## src/rtl/ex_mem_register.sv

```systemverilog
// EX/MEM pipeline register with stall, flush, valid gating and forwarding info.
// Optional perf counters are enabled with EX_MEM_PERF_COUNTERS_EN.
module ex_mem_register #(
  parameter int DATA_WIDTH     = 32,
  parameter int REG_ADDR_WIDTH = 5
) (
  input  logic                      clk,
  input  logic                      reset,
  input  logic                      stall,
  input  logic                      flush,
  input  logic                      validInput,
  input  logic                      memToRegInput,
  input  logic                      regWriteInput,
  input  logic                      memWriteInput,
  input  logic                      memReadInput,
  input  logic [DATA_WIDTH-1:0]     aluResultInput,
  input  logic [DATA_WIDTH-1:0]     memWriteDataInput,
  input  logic [REG_ADDR_WIDTH-1:0] regWriteAddressInput,
  output logic                      validOutput,
  output logic                      memToRegOutput,
  output logic                      regWriteOutput,
  output logic                      memWriteOutput,
  output logic                      memReadOutput,
  output logic [DATA_WIDTH-1:0]     aluResultOutput,
  output logic [DATA_WIDTH-1:0]     memWriteDataOutput,
  output logic [REG_ADDR_WIDTH-1:0] regWriteAddressOutput,
`ifdef EX_MEM_PERF_COUNTERS_EN
  output logic [31:0]               retiredCountOutput,
  output logic [31:0]               bubbleCountOutput,
  output logic [31:0]               stallCountOutput,
`endif
  output logic                      forwardEnableOutput,
  output logic                      loadPendingOutput
);

  logic                      valid_q;
  logic                      mem_to_reg_q;
  logic                      reg_write_q;
  logic                      mem_write_q;
  logic                      mem_read_q;
  logic [DATA_WIDTH-1:0]     alu_q;
  logic [DATA_WIDTH-1:0]     wdata_q;
  logic [REG_ADDR_WIDTH-1:0] addr_q;

  always_ff @(posedge clk) begin
    if (!reset) begin
      valid_q      <= 1'b0;
      mem_to_reg_q <= 1'b0;
      reg_write_q  <= 1'b0;
      mem_write_q  <= 1'b0;
      mem_read_q   <= 1'b0;
      alu_q        <= '0;
      wdata_q      <= '0;
      addr_q       <= '0;
    end else if (flush) begin
      valid_q      <= 1'b0;
      mem_to_reg_q <= 1'b0;
      reg_write_q  <= 1'b0;
      mem_write_q  <= 1'b0;
      mem_read_q   <= 1'b0;
      alu_q        <= '0;
      wdata_q      <= '0;
      addr_q       <= '0;
    end else if (!stall) begin
      // Bubbles keep their data but never carry side-effecting control.
      valid_q      <= validInput;
      mem_to_reg_q <= memToRegInput & validInput;
      reg_write_q  <= regWriteInput & validInput;
      mem_write_q  <= memWriteInput & validInput;
      mem_read_q   <= memReadInput & validInput;
      alu_q        <= aluResultInput;
      wdata_q      <= memWriteDataInput;
      addr_q       <= regWriteAddressInput;
    end
  end

  assign validOutput           = valid_q;
  assign memToRegOutput        = mem_to_reg_q;
  assign regWriteOutput        = reg_write_q;
  assign memWriteOutput        = mem_write_q;
  assign memReadOutput         = mem_read_q;
  assign aluResultOutput       = alu_q;
  assign memWriteDataOutput    = wdata_q;
  assign regWriteAddressOutput = addr_q;

  assign forwardEnableOutput = valid_q & reg_write_q & ~mem_to_reg_q
                             & (addr_q != '0);
  assign loadPendingOutput   = valid_q & mem_read_q & mem_to_reg_q;

`ifdef EX_MEM_PERF_COUNTERS_EN
  logic [31:0] retired_q;
  logic [31:0] bubble_q;
  logic [31:0] stall_q;

  always_ff @(posedge clk) begin
    if (!reset) begin
      retired_q <= '0;
      bubble_q  <= '0;
      stall_q   <= '0;
    end else if (flush) begin
      bubble_q <= bubble_q + 32'd1;
    end else if (stall) begin
      stall_q <= stall_q + 32'd1;
    end else if (validInput) begin
      retired_q <= retired_q + 32'd1;
    end else begin
      bubble_q <= bubble_q + 32'd1;
    end
  end

  assign retiredCountOutput = retired_q;
  assign bubbleCountOutput  = bubble_q;
  assign stallCountOutput   = stall_q;
`endif

endmodule

```

## config.mk

```make
export PLATFORM = sky130hd
export DESIGN_NAME = ex_mem_register
export DESIGN_NICKNAME = d
export VERILOG_FILES = /design/src/rtl/ex_mem_register.sv
export SDC_FILE = /design/constraint.sdc
export NUM_CORES = 1
export LEC_CHECK = 0
export ABC_AREA = 1
export CAP_MARGIN = 20
export CELL_PAD_IN_SITES_DETAIL_PLACEMENT = 1
export CELL_PAD_IN_SITES_GLOBAL_PLACEMENT = 2
export CORE_MARGIN = 2
export CORE_UTILIZATION = 32
export DETAILED_ROUTE_END_ITERATION = 8
export DONT_BUFFER_PORTS = 1
export HOLD_SLACK_MARGIN = 0.03
export PLACE_DENSITY_LB_ADDON = 0.1
export SLEW_MARGIN = 5
export SYNTH_ARGS = -nofsm -noshare
export SYNTH_HDL_FRONTEND = slang
export SYNTH_SLANG_ARGS = --single-unit
export TNS_END_PERCENT = 100
```

## constraint.sdc

```tcl
create_clock -name clk -period 1.04 [get_ports clk]
set_input_delay 0.312 -clock clk [delete_from_list [all_inputs] [get_ports clk]]
set_output_delay 0.312 -clock clk [all_outputs]
set_load 0.01 [all_outputs]
```

==> Word-level counts from Yosys, hierarchy flattened <==
Cells that the tools add are included.
{ "op_classes": {"n_reduce_logical": 2, "bitwise": 11} }
{ "ops": {"columns": ["cell", "count"], "rows": [
  ["AND 1 bit", 9],
  ["nonzero test 5 bit", 1],
  ["inverter 1 bit", 2],
  ["OR reduction 2 bit", 1]
]} }
{ "word_totals": {"input_bits": 78, "word_cells": 21, "output_inout_bits": 76, "reg_bits": 74} }

==> Longest topological paths before layout <==
Gate-level depths: netlist of the first run.
{ "logic_depth": {"word_depth": 3, "ltp_mapped": 5, "ltp_nobuf": 4} }

==> Worst setup path after synthesis of the first run <==
Ideal clock, no wire load.
{ "synth_timing": {"path_type": "reg-to-output", "start": "register valid_q, in the netlist validOutput", "end": "output forwardEnableOutput", "arrival_time_ps": 654, "stages_incl_launch_ff": 5, "n_path_buf": 0, "setup_slack_ps": 74, "required_ps": 728, "path_cell_list": "dfxtp_1 nand2_1 nor2_1 nand2_1 inv_1"} }
{ "synth_between": {"elab_chain_len": 3} }
{ "synth_lines": {"columns": ["item", "line", "source"], "rows": [
  ["from (decl)", "36", "logic valid_q;"],
  ["from (signal assigned)", "66", "valid_q <= validInput;"],
  ["AND 1 bit (2 in a row)", "86", "assign forwardEnableOutput = valid_q & reg_write_q & ~mem_to_reg_q"],
  ["AND 1 bit", "87", "& (addr_q != '0);"],
  ["to (decl)", "32", "output logic forwardEnableOutput,"]
]} }
Every way passes these cells.

==> Worst setup path in the final report of the first run <==
Ends and elaborated chain as after synthesis.

==> run metrics, run 1 <==
Ports=around 150; gpl congestion=about 0.68; total grt overflow=0; TNS Setup=-1.06 ns; Worst slew margin=0.874; Fin. Hold Viols=0; CTS tree=built; post-synth cell types=12; Initial DRT Pass Iterations=3; cells after synthesis=332; Non-Filler Instances=~440; hold bufs inserted after CTS=0; DR DRC count=0; pin count of the biggest net entering global routing=76; largest buffer count on any clock path=2; main area contributors after synthesis=dfxtp_1, nand2_1, a21oi_1; Die Wd=94.9 microns; hold slack=around 0.11 ns; cell taking the most area after synthesis=dfxtp_1; area grow syn2layout=16.7%; count leader, synth=nand2_1; wire per inst=between 15 and 20 microns; net switching power figure=~1.3 mW; first-pass GRT wire length=a little over 10 mm; asr flop ratio synth=0; # diodes=0; failing checks=negative setup slack; Die ar.=approximately 9000 sq um; Synth Net Count=approximately 400; VDD IR max=0.517 mV; # rows=33; YS warnings=0; Root Buffer=clkbuf_8; detailed-route wire length=roughly 7 mm; Synth Cell Area=about 2600 sq um; setup violators final=11; sequential area share after synthesis=0.561; Clock Power Share=0.393; Die Y=about 95 microns; Setup crit end kind=output port; Clock Skew=0 ns; Post-synth top cells=nand2_1, a21oi_1, dfxtp_1, buf_2; Avg Inst Size Synth=slightly below 8 sq um; combinational power share=0.055; vias per inst=about 4.8; Critical Path AT=approximately 0.99 ns; Hold Crit Class=in2reg; Post-synth EDFFs=0; Cells after DPL=426; overall routing resource usage=0.146; fin. max-slew vios=0; clk sinks=74; hpwl dp=roughly 4.5 mm; CP max FO=3; min Tclk post-route=around 1.3 ns; status=finished with violations; 1st-iter DRT viols=74; fin worst setup slack=-0.257 ns; H-Tree Depth=3; synthesized flop and latch total=74; utilization after layout=0.381; Worst Path Required=between 0.7 and 0.8 ns; clk_lat worst skew=between 0.3 and 0.4 ns; CP startpoint kind=register; Core Box Area=between 8000 and 9000 sq um; max-cap violations=0; Starting Density=0.326; Synth top area share=0.561; Worst-Margin Slew=about 0.19 ns; sequential power share=0.552; sw frac=0.243; final instance area=between 3000 and 4000 sq um; crit path kind=reg2out; port bufs=0; Top FF cell, synth=dfxtp_1; leakage=around 1.1 nW; Pint=around 4.1 mW; pwr dens=1770 nW/um^2; clk slew on worst S/H paths=~0.08 ns; initial antenna violation count=0; Final Cycle Share=1.25; Routed Antenna Nets=0; RSZ-0062 raised after global routing=yes; CTS Buf Count=9; nets@finish=~410; via count=between 2000 and 2500; vias in the first global route=2046; share of cells above drive strength 1=0.314; placed cell area=~2700 sq um; Fmax=slightly below 800 MHz
## flip-flops by register name, indices dropped and copies added, names as in the netlist
signal / cells
aluResultOutput: 32
memReadOutput: 1
memToRegOutput: 1
memWriteDataOutput: 32
memWriteOutput: 1
regWriteAddressOutput: 5
regWriteOutput: 1
validOutput: 1
## final cells by class
cell class,count,area (sq um)
Inverter,4,15.0
Timing Repair Buffer,14,185
Tap cell,105,131
Sequential cell,74,1600
Fill cell,992,5010
Multi-Input combinational cell,230,970
Clock inverter,6,57.6
Clock buffer,10,128
## stage by stage
step | total power [mW] | setup WS [ns]
2_1_floorplan | 3.34 | 0.0744
3_3_place_gp | 3.37 | 0.0769
3_5_place_dp | 3.38 | 0.0651
4_1_cts | 5.60 | -0.278
5_1_grt | 5.75 | -0.321
6_report | 5.46 | -0.257
## final timing paths
check	from	end	slack, ns	depth (start not counted)
max	validOutput	forwardEnableOutput	-0.26	4
min	aluResultInput[6]	aluResultOutput[6]	0.11	2
max reg2reg	regWriteOutput	regWriteOutput	0.25	4
min reg2reg	memWriteDataOutput[24]	memWriteDataOutput[24]	0.49	2
## layer usage
metal  share of wire  vias to the layer above  track usage
met5               0                        -            0
met4           0.011                        0       0.0580
met3            0.11                        8       0.0726
met2            0.47                       87        0.233
met1            0.41                      969        0.166
li1                -                     1059            -
## layout by cell type, fill, tap and decap left out
master	instances
clkbuf_8	9
dfxtp_2	64
clkinvlp_4	1
dfxtp_1	1
dfxtp_4	9
nand2_1	146
buf_6	8
inv_1	2
inv_2	2
buf_12	4
nand2_2	1
a21oi_1	74
and3_1	1
buf_4	2
nor2_2	1
clkinv_2	4
clkbuf_1	1
nand3_1	5
nor2_1	2
bufinv_16	1
## logic make-up after synthesis
| kind of cell | after synthesis | synth area share |
|---|---|---|
| buf+inv | 28 | 0.0739 |
| flops | 74 | 0.561 |
| simple gates | 156 | 0.225 |
| compound gates | 74 | 0.140 |
## critical path, stage by stage, from the launching register on
cell and delay (ns):
dfxtp_2 0.35, nand2_1 0.05, nor2_1 0.10, nand2_1 0.08
inv_2 0.08
## power by group through the flow
stage	logic (mW)	clock network [mW]	registers (mW)
6_report	0.299	2.15	3.02
5_1_grt	0.342	2.38	3.03
4_1_cts	0.306	2.26	3.03
3_5_place_dp	0.300	0	3.08
3_3_place_gp	0.290	0	3.08
2_1_floorplan	0.273	0	3.07
## repair_timing
item | in CTS | in global routing
setup endpoints to repair | 76 | 58
gates resized for setup | 82 | 10
buffers inserted | 1 | 0
(Power assumes the default switching activity.)
==> inputs of run 2 (changes only) <==
--- a/config.mk
+++ b/config.mk
@@ -11,6 +11,7 @@
 export CELL_PAD_IN_SITES_GLOBAL_PLACEMENT = 2
 export CORE_MARGIN = 2
 export CORE_UTILIZATION = 32
+export CTS_CLUSTER_SIZE = 30
 export DETAILED_ROUTE_END_ITERATION = 8
 export DONT_BUFFER_PORTS = 1
 export HOLD_SLACK_MARGIN = 0.03
==> results of run 2 <==
No change in the layout: final DEF, timing and power equal those of run 1.
==> inputs of run 3 (changes only) <==
--- a/config.mk
+++ b/config.mk
@@ -9,11 +9,11 @@
 export CAP_MARGIN = 20
 export CELL_PAD_IN_SITES_DETAIL_PLACEMENT = 1
 export CELL_PAD_IN_SITES_GLOBAL_PLACEMENT = 2
-export CORE_MARGIN = 2
 export CORE_UTILIZATION = 32
 export CTS_CLUSTER_SIZE = 30
 export DETAILED_ROUTE_END_ITERATION = 8
 export DONT_BUFFER_PORTS = 1
+export GPL_TIMING_DRIVEN = 0
 export HOLD_SLACK_MARGIN = 0.03
 export PLACE_DENSITY_LB_ADDON = 0.1
 export SLEW_MARGIN = 5
==> run 3 against run 2 <==
Net effect: the run still ends with negative setup slack left; count of clock-buffer cells in the layout up 2; utilization increased by 1.5 points; via count increased by 3.6%; clock power down 8%; register-to-register slack gained 0.12 ns; fmax fell by 3.8%; hold slack lost 0.013 ns; critical endpoint unchanged; highest routed layer unchanged.
==> run metrics, run 3 (synthesis results as in run 1) <==
status=finished with violations; failing checks=negative setup slack; worst slack at placement=-0.122 ns (-0.187 ns); Worst slew margin=0.700 (-0.174); Die Y=92.9 microns (-2.1%); H-Tree Depth=3 (unchanged); r2r startpoint=regWriteAddressOutput[0]; leakage=1.16 nW (+1.5%); vias per inst=4.90 (+2.2%); Die Wd=92.9 microns (-2.1%); Worst Path Required=0.73 ns (about the same); Critical Path AT=1.04 ns (+0.05 ns); reg-to-reg slack, setup=0.37 ns (+0.12 ns); TNS Setup=-0.523 ns (+0.537 ns); clk slew on worst S/H paths=0.08 ns (about the same); clk sinks=74 (unchanged); hold bufs inserted after CTS=0 (unchanged); R2R Path End=regWriteAddressOutput[0]; Starting Density=0.337 (+0.0102); largest buffer count on any clock path=2 (unchanged); # rows=32 (-3.0%); Fin. Hold Viols=0 (unchanged); area grow syn2layout=17.6%; Setup crit end=forwardEnableOutput; Max stage delay on crit path=0.37 ns (+0.02 ns); Setup crit end kind=output port; RSZ-0062 raised after global routing=yes; most common cell after layout, fill and taps aside=nand2_1; vias in the first global route=2172 (+6.2%); CP startpoint kind=register; VDD IR max=0.863 mV (+67%); fill cell count=964 (-2.8%); pin count of the biggest net entering global routing=12 (-84%); # diodes=0 (unchanged); launch point of the worst path=regWriteAddressOutput[2]; CTS Buf Count=9 (unchanged); Core Box Area=7850 sq um (-3.0%); max-cap violations=0 (unchanged); initial antenna violation count=0 (unchanged); clk_lat worst skew=0.34 ns (about the same); Worst-Margin Slew=0.450 ns (+0.261 ns); crit path kind=reg2out; Die ar.=8620 sq um (-4.2%); first-pass GRT wire length=10.9 mm (+7.8%); nets@finish=421 (+2.4%); hpwl dp=5.02 mm (+11%); share of cells above drive strength 1=0.343 (+0.0293); wire per inst=16.1 microns (+1.4%); total grt overflow=0 (unchanged); Fmax=741 MHz (-3.8%); Initial DRT Pass Iterations=4 (+1); Root Buffer=clkbuf_8; overall routing resource usage=0.165 (+0.0191); gpl congestion=0.651 (-3.9%); Clock Skew=0 ns (unchanged); fin. max-slew vios=0 (unchanged); Worst R2R Path Depth=2 (-2); utilization after layout=0.396 (+0.0151); min Tclk post-route=1.35 ns (+0.0517 ns); CP max FO=3 (unchanged); CP max-delay cell=dfxtp_4; via count=2200 (+3.6%); hold slack=0.0946 ns (-0.0133 ns); fin worst setup slack=-0.309 ns (-0.0517 ns); most frequent cells in the layout=nand2_1, a21oi_1, dfxtp_2, dfxtp_4, clkbuf_8; Final Cycle Share=1.30 (+0.0497); CTS tree=built; port bufs=0 (unchanged); setup violators final=3 (-8); Hold Crit Class=in2reg; DR DRC count=0 (unchanged); 1st-iter DRT viols=48 (-35%); pwr dens=1720 nW/um^2 (-3.2%); detailed-route wire length=7.21 mm (+2.8%); Ports=154 (unchanged); Routed Antenna Nets=0 (unchanged); worst path cell trace=nor2_4, nand3_2, nand2_2, inv_2
run 3: routing by layer:
layer  track usage  wire length [microns]  up-vias
met5             0                      0        -
met4        0.0474                     93        0
met3        0.0961                    810        8
met2         0.270                   3450       98
met1         0.180                   2850     1014
li1              -                      -     1080
run 3: final cells by class:
class,instances,area [sq um],share of cell area
inverter,4,15.0,0.00483
sequential,74,1630,0.524
clock inverter,3,15.0,0.00483
clock buffer,12,155,0.0499
tap,102,128,0.0411
multi-input combinational,230,987,0.318
buffer,24,180,0.0580
run 3: worst min path at each step:
stage                       startpoint                  endpoint  slack, ns  cells past startpoint
2_1_floorplan        aluResultInput[0]        aluResultOutput[0]       0.45                      2
5_1_grt          memWriteDataInput[19]    memWriteDataOutput[19]       0.08                      2
3_5_place_dp         aluResultInput[9]        aluResultOutput[9]       0.46                      2
3_3_place_gp        aluResultInput[16]       aluResultOutput[16]       0.46                      2
6_report            aluResultInput[24]       aluResultOutput[24]       0.09                      2
4_1_cts        regWriteAddressInput[3]  regWriteAddressOutput[3]       0.07                      2
run 3: worst max-delay path, delay by kind of cell, from the launching register on:
family,cells,cell delay [ns]
buffers and inverters,1,0.05
AND/OR/NAND/NOR,3,0.27
flip-flops,1,0.37
run 3: what timing repair did:
item,CTS,global route
resized for setup,88,15
endpoints found under the setup margin,76,70
buffers inserted,0,0
pin swaps,3,4
cloned,0,0
run 3: stage by stage:
stage / area [sq um] / cells / total power, mW
floorplan: 2640 / 332 / 3.34
global placement: 2770 / 434 / 3.44
detailed placement: 2770 / 434 / 3.45
CTS: 3060 / 449 / 5.48
global route: 3110 / 449 / 5.62
finish: 3110 / 449 / 5.33
run 3: power breakdown:
part,leakage (nW),total (mW),switching [mW],internal [mW]
Clock,0.0920,1.97,1.00,0.973
Combinational,0.430,0.353,0.220,0.133
Sequential,0.642,3.00,0.106,2.90
==> RTL change, RTL diff (flow settings as in run 1) <==
Add a define of `EX_MEM_PERF_COUNTERS_EN`.
--- a/src/rtl/ex_mem_register.sv
+++ b/src/rtl/ex_mem_register.sv
@@ -1,4 +1,6 @@
 // EX/MEM pipeline register with stall, flush, valid gating and forwarding info.
 // Optional perf counters are enabled with EX_MEM_PERF_COUNTERS_EN.
+`define EX_MEM_PERF_COUNTERS_EN
+
 module ex_mem_register #(
   parameter int DATA_WIDTH     = 32,
Formal check against the unedited RTL (old outputs only; new: bubbleCountOutput, retiredCountOutput and stallCountOutput): equivalent (Yosys induction, for registers that start in step).
==> RTL change against run 1 <==
- the run ends with hold timing, setup timing left
- synthesized area rose to 2.9 times the old value
- worst setup slack worse by 0.23 ns
- sequential cell count is 96 higher
- worst hold slack got worse by 0.12 ns
- wire length grew to 4.5 times the old value
- maximum frequency decreased by 15%
- die area rose to 2.8 times the old value
- power increased to 2.6 times the old value
- combinational power grew to 3.2 times the old value
- design area grew to 4.6 times the old value
- utilization up 22 points
- largest cell class is now multi-input gates
==> RTL change: results (changes against run 1) <==
cells_and_area:
  buffers: 407  # +393
  layout.nonclk_buf_share_pct: 28.2  # +22 points
  seq_cell_count: 170  # +130%
  clock_cell_area_share_pct: 4.44  # -1.6 points
  drive_gt1_share_pct: 53.4  # +22 points
  clkbuf_count: 17  # +7
status:
  violations: "hold timing, setup timing"
  status: "finished with violations"
clocking:
  cts_inserted_buffers: 17  # +8
  clock_latency_ns: 0.43  # +0.10 ns
routing:
  routed_wl_um: 31500  # +350%
  drtIter0Drc: 252  # +240%
  drt-wirelength-per-cell_um: 17.2  # +8.9%
timing:
  hold_ws_ns: -0.0152  # -0.123 ns
  hold_violations: 5  # +5
  fin_ws_ns: -0.489  # -0.232 ns
  finClkSkew_ns: 0.0210  # +0.0210 ns
  finalSetupViolCount: 259  # +248
synthesis:
  ys_seq_area_share_pct: 44.6  # -11 points
  yosys-top-cells-count: "331 x nand2_1, 170 x dfxtp_1, 150 x nor2_1"
  syn-num-nets: 1191  # +190%
  synth_compound_area_share_pct: 11.9  # -2.1 points
  ys_top_cells_by_area: "dfxtp_1 45%, nand2_1 16%, a21oi_1 8.4%"
  synth_fa_ha_area_share_pct: 0.492  # +0.49 points
  postSynthAreaPerCell_sq_um: 6.87  # -14%
global_routing:
  grt_pass1_vias: 9424  # +360%
  track_usage_pct: 24.0  # +9.5 points
  use_met2_pct: 45.1  # +22 points
setup_path:
  cpMaxStageDelayCell: "dfxtp_4"
  crit_arrival_ns: 1.83  # +0.84 ns
  critPathMaxStageDelay_ns: 0.38  # +0.03 ns
place:
  hpwl_um: 19900  # +340%
  pre_cts_slack_ns: -0.400  # -0.465 ns
  dpl_cell_area_sq_um: 10100  # +270%
  routabilityCongestion: 0.759  # +12%
power_and_ir_drop:
  power.leakage_nw: 5.91  # +420%
  ir_drop_v: 0.00106  # +100%
  p_per_area_nw_per_um2: 1020  # -43%
floorplanning:
  fp-row-count: 56  # +70%
RTL change: worst paths after layout:
kind / to / slack (ns) / cells after the start / from
worst min-delay path: retiredCountOutput[15]$_SDFFE_PN0P_ / -0.02 / 2 / reset
worst min register to register: memWriteOutput$_SDFFE_PP0N_ / 0.49 / 2 / memWriteOutput$_SDFFE_PP0N_
worst max-delay path: retiredCountOutput[6]$_SDFFE_PN0P_ / -0.49 / 8 / retiredCountOutput[1]$_SDFFE_PN0P_
worst max register to register: retiredCountOutput[6]$_SDFFE_PN0P_ / -0.49 / 8 / retiredCountOutput[1]$_SDFFE_PN0P_
RTL change: power by group:
part	total, mW	switching, mW	internal (mW)
sequential	6.57	0.138	6.43
clock	6.82	3.30	3.52
combinational	0.964	0.446	0.518
RTL change: repair_timing:
item                                    in CTS  in global routing
hold buffers                                57                  6
resized for setup                          518                150
endpoints found under the setup margin     257                262
buffers inserted                            76                 28
pin swaps                                   96                 75
endpoints found under the hold margin      135                 88
cloned                                       1                  0
